**src/rtl/ic_tester_pkg.sv**
```systemverilog
// Shared gate codes and golden truth-table constants for the IC tester.
package ic_tester_pkg;

    typedef logic [2:0] gate_sel_t;

    localparam int unsigned NUM_IN   = 3;
    localparam int unsigned NUM_GATE = 6;

    localparam gate_sel_t GATE_AND  = 3'b000;
    localparam gate_sel_t GATE_OR   = 3'b001;
    localparam gate_sel_t GATE_NAND = 3'b010;
    localparam gate_sel_t GATE_NOR  = 3'b011;
    localparam gate_sel_t GATE_XOR  = 3'b100;
    localparam gate_sel_t GATE_XNOR = 3'b101;

    // Bit i is the gate output for A=i[0], B=i[1], C=i[2].
    localparam logic [7:0] TT_AND  = 8'h80;
    localparam logic [7:0] TT_OR   = 8'hFE;
    localparam logic [7:0] TT_NAND = 8'h7F;
    localparam logic [7:0] TT_NOR  = 8'h01;
    localparam logic [7:0] TT_XOR  = 8'h96;
    localparam logic [7:0] TT_XNOR = 8'h69;

    function automatic logic [7:0] truth_table_of(gate_sel_t sel);
        logic [7:0] tt;
        tt = 8'h00;
        case (sel)
            GATE_AND:  tt = TT_AND;
            GATE_OR:   tt = TT_OR;
            GATE_NAND: tt = TT_NAND;
            GATE_NOR:  tt = TT_NOR;
            GATE_XOR:  tt = TT_XOR;
            GATE_XNOR: tt = TT_XNOR;
            default:   tt = 8'h00;
        endcase
        return tt;
    endfunction

    function automatic logic is_valid_sel(gate_sel_t sel);
        return sel <= GATE_XNOR;
    endfunction

endpackage

```
**src/rtl/three_input_gate_eval.sv**
```systemverilog
// Combinational evaluation of all six three-input gate functions.
module three_input_gate_eval
    import ic_tester_pkg::*;
(
    input  logic [NUM_IN-1:0]   abc,
    output logic [NUM_GATE-1:0] gates
);

    logic and3;
    logic or3;
    logic xor3;

    always_comb begin
        and3 = &abc;
        or3  = |abc;
        xor3 = ^abc;
        // Ordered {XNOR, XOR, NOR, NAND, OR, AND}, bit0 = AND.
        gates = {~xor3, xor3, ~or3, ~and3, or3, and3};
    end

endmodule

```
**src/rtl/gate_ref_select.sv**
```systemverilog
// Golden-reference gate evaluator: selects one of six gates and registers the
// selected output, its full truth table, a code-valid flag and all raw outputs.
module gate_ref_select
    import ic_tester_pkg::*;
(
    input  logic                clk,
    input  logic                reset,
    input  logic                en,
    input  logic [NUM_IN-1:0]   pattern,
    input  logic [2:0]          gate_select,
    output logic                y,
    output logic [7:0]          truth_table,
    output logic                sel_valid,
    output logic [NUM_GATE-1:0] y_all
);

    logic [NUM_GATE-1:0] gates;
    logic                y_d;
    logic [7:0]          tt_d;
    logic                valid_d;
    logic                y_q;
    logic [7:0]          tt_q;
    logic                valid_q;
    logic [NUM_GATE-1:0] y_all_q;

    three_input_gate_eval u_eval (
        .abc   (pattern),
        .gates (gates)
    );

    always_comb begin
        y_d     = 1'b0;
        valid_d = is_valid_sel(gate_select);
        tt_d    = truth_table_of(gate_select);
        // Undefined codes fall through with y forced low.
        if (valid_d) begin
            y_d = gates[gate_select];
        end
    end

    always_ff @(posedge clk or posedge reset) begin
        if (reset) begin
            y_q     <= 1'b0;
            tt_q    <= 8'h00;
            valid_q <= 1'b0;
            y_all_q <= '0;
        end else if (en) begin
            y_q     <= y_d;
            tt_q    <= tt_d;
            valid_q <= valid_d;
            y_all_q <= gates;
        end
    end

    assign y           = y_q;
    assign truth_table = tt_q;
    assign sel_valid   = valid_q;
    assign y_all       = y_all_q;

endmodule

```
**config.mk**
```make
export PLATFORM = sky130hd
export DESIGN_NAME = gate_ref_select
export DESIGN_NICKNAME = d
export VERILOG_FILES = /design/src/rtl/ic_tester_pkg.sv /design/src/rtl/three_input_gate_eval.sv /design/src/rtl/gate_ref_select.sv
export SDC_FILE = /design/constraint.sdc
export NUM_CORES = 1
export LEC_CHECK = 0
export CAP_MARGIN = 25
export CORE_MARGIN = 3
export CORE_UTILIZATION = 47
export CTS_BUF_LIST = sky130_fd_sc_hd__clkbuf_8
export CTS_CLUSTER_DIAMETER = 80
export DETAILED_ROUTE_END_ITERATION = 8
export HOLD_SLACK_MARGIN = 0.05
export PLACE_DENSITY = 0.85
export SLEW_MARGIN = 10
export SYNTH_ARGS = -nofsm -noshare
export SYNTH_HDL_FRONTEND = slang
export SYNTH_SLANG_ARGS = --single-unit
```
**constraint.sdc**
```tcl
create_clock -name clk -period 2.6 [get_ports clk]
set_clock_uncertainty 0.15 [all_clocks]
set_input_delay 0.39 -clock clk [delete_from_list [all_inputs] [get_ports clk]]
set_output_delay 0.39 -clock clk [all_outputs]
set_load 0.05 [all_outputs]
```
==> impl_results.md <==
* CTS tree: built
* CP arrival at approximately 1.4 ns
* CORE AREA at 1186 um^2
* Vias/cell at 5.186
* Startpoint class of the critical path: register
* Slew headroom at ~55%
* IR drop worst, VDD at between 0.3 and 0.4 mV
* DP HPWL at ~980 um
* Die W at 42.85 um
* ANT cells at 0
* Final WL at approximately 1.2 mm
* Final hold vios at 0
* Min-Delay Path Class: in -> async
* CTS Hold Bufs at 0
* Switch Pwr at 207.0 uW
* Slowest CP cell: clkdlybuf4s50_1
* Register area at between 300 and 400 um^2
* First-iteration detailed-routing DRC count at 8
* Antenna violations before repair at 0
* Max Root-Sink Buffers at 2
* Worst R2R End: y
* WP buf/inv at 1
* Vias in the first global route at 489
* Period utilization at between 70% and 80%
* H-tree lvl count at 1
* R2R depth at 3
* Highest-count cells in the layout ignoring fill and taps: clkdlybuf4s50_1 (24), dfrtp_1 (12), inv_1 (6), nor2_1 (5), o21ai_0 (5)
* RePlAce Congestion at 0.7786
* Int Power at 384.5 uW
* #FFs+latches synth at 12
* Total of warnings raised by yosys at 0
* Gate power share at 36.2%
* Post-layout util at 74.37%
* Clock slew at reported path FFs at around 0.050 ns
* Final WS setup at 0.6315 ns
* Post-synthesis sequential area ratio at 47.06%
* TritonCTS Buffers at 3
* Global-route wire length before repair at 2.139 mm
* Ports at 25
* Critical path's top delay family: buffers and inverters
* Sw Ratio at 35.00%
* Slew @ Worst Pin at roughly 0.68 ns
* Final net count at 96
* Grt total ovfl at 0
* Worst skew pair latency at 0.23 ns
* Routed len/inst at ~13 um
* Initial core utilization at 53.80%
* Area of the multi-input gates at ~260 um^2
* Post-CTS setup buffer count at 0
* Critical Path Max Stage Delay at 0.82 ns
* Cells after Synth at 64
* Ys flop type: dfrtp_1
* P per Cell Area at 670.5 nW/um^2
* Fillers at 99
* Tmin final at 1.968 ns
* Leak at 0.0003761 uW
* Number of I/O port buffers at 24
* Share of layout cells above drive strength 1 at 9.639%
* Most common cell after layout, fill and taps aside: clkdlybuf4s50_1
* Syn Area/Cell at 9.971 um^2
* Yosys top cell by area: dfrtp_1
* Post-synth EDFFs at 0
* Setup TNS at 0 ns
* Clk pwr share at 27.1%
* Via total after detailed routing at 503
* Die H at 42.85 um
* Synth cell types at 22
* DR pass1 iterations at 4
* Ranking of synthesized cells by area: dfrtp_1 (47%), buf_4 (7.1%), ha_1 (3.9%)
* Die area at 1836 um^2
* # rows at 12
* Clk sinks at 12
* Seq pwr share at 36.7%
* Post-CTS sizing at 0
* RSZ-0062 raised after global routing: false
* Total track usage at 14.90%
* Synth top area share at 47.06%
* Pre-CTS setup slack at about 0.54 ns
* CTS root buffer: clkbuf_8
* Req. time, crit path at 2.06 ns
* Critical path type: reg -> out
* Critical path, cell by cell: clkdlybuf4s50_1
* P&R area growth vs syn at 38.24%
* Reg2reg start: y
* Asr flop ratio synth at 100.0%
* Flop2flop setup slack at 1.58 ns
* Syn Nets at 75
* Crit-path max FO at 4
* Fin. max-slew vios at 0
* Max Clk Rate at 508.0 MHz
* Antenna viol nets, final at 0
* Worst setup EP type: primary output
* Number of remaining DRC errors at 0
* Status: completed
* MaxCap Viol Count at 0
* Largest net degree at the start of global routing at 22
* # setup viols final at 0
* Synth Cell Area at 638.1 um^2
[per-layer routing]
layer / track usage (%) / vias to the layer above / routed length [um]
met5: 0 / - / 0
met4: 1.863 / 0 / 0
met3: 2.966 / 0 / 93
met2: 27.84 / 22 / 643
met1: 17.69 / 240 / 487
li1: - / 241 / -
[metrics by stage]
| stage | area [um^2] | cells | hold WS (ns) | total power [uW] |
|---|---|---|---|---|
| global placement | 840.8 | 94 | 0.3142 | 430.6 |
| finish | 882.1 | 97 | 0.3203 | 591.5 |
| global route | 882.1 | 97 | 0.3634 | 615.8 |
| floorplan | 638.1 | 64 | 0.1047 | 371.9 |
| CTS | 882.1 | 97 | 0.3278 | 594.6 |
| detailed placement | 840.8 | 94 | 0.3170 | 435.7 |
[cells in the mapped netlist, types with 2 or more instances]
cell / number
a21oi_1: 3
buf_4: 6
o21a_1: 3
mux2_2: 2
nand2_1: 3
o21ai_0: 5
a31oi_1: 3
nor2b_1: 2
buf_2: 2
inv_1: 6
xnor2_1: 2
dfrtp_1: 12
ha_1: 2
nor2_1: 5
[cell type report]
cell class                      count  area share (%)
Clock buffer                        3           4.681
Inverter                            6           2.553
Multi-Input combinational cell     38           29.50
Sequential cell                    12           34.04
Tap cell                           14           1.986
Timing Repair Buffer               24           27.23
[worst reg2reg max path, delay by kind of cell, from the launching register on]
family	cells	cell delay (ns)
AO/OA/AOI/OAI	2	0.24
flip-flops	1	0.38
AND/OR/NAND/NOR	1	0.13
[logic make-up (layout without fill, tap and decap cells)]
kind of cell	after synthesis	in the layout	share of synthesized area [%]
AOI/OAI and AO/OA	16	16	14.90
muxes	2	2	3.529
DFF	12	12	47.06
xor gates and xnor gates	4	4	6.668
and+or+nand+nor	14	14	11.76
buffers and inverters	14	33	12.16
adders and majority gates	2	2	3.921
[sequential cells by signal, summed over array words and instances (netlist names)]
name and cells:
y_all 6, y 1, sel_valid 1, truth_table 4
[power by group through the flow]
stage	Combinational [uW]	Clock (uW)	Sequential, uW
after CTS	216	161	218
after floorplan	85.6	0	286
after detailed placement	215	0	220
after global placement	211	0	219
after global routing	225	170	221
final	214	160	217
[how the worst max path moves through the flow]
| stage | startpoint | to | slack [ns] | depth (start not counted) |
|---|---|---|---|---|
| 4_1_cts | truth_table[6] | truth_table[5] | 0.62 | 1 |
| 5_1_grt | truth_table[4] | truth_table[2] | 0.56 | 1 |
| 3_5_place_dp | pattern[0] | y | 0.54 | 7 |
| 3_3_place_gp | pattern[0] | y | 0.60 | 7 |
| 2_1_floorplan | pattern[0] | y | 1.12 | 6 |
| 6_report | truth_table[6] | truth_table[5] | 0.63 | 1 |
No activity file was read; power rests on OpenSTA's default activity.
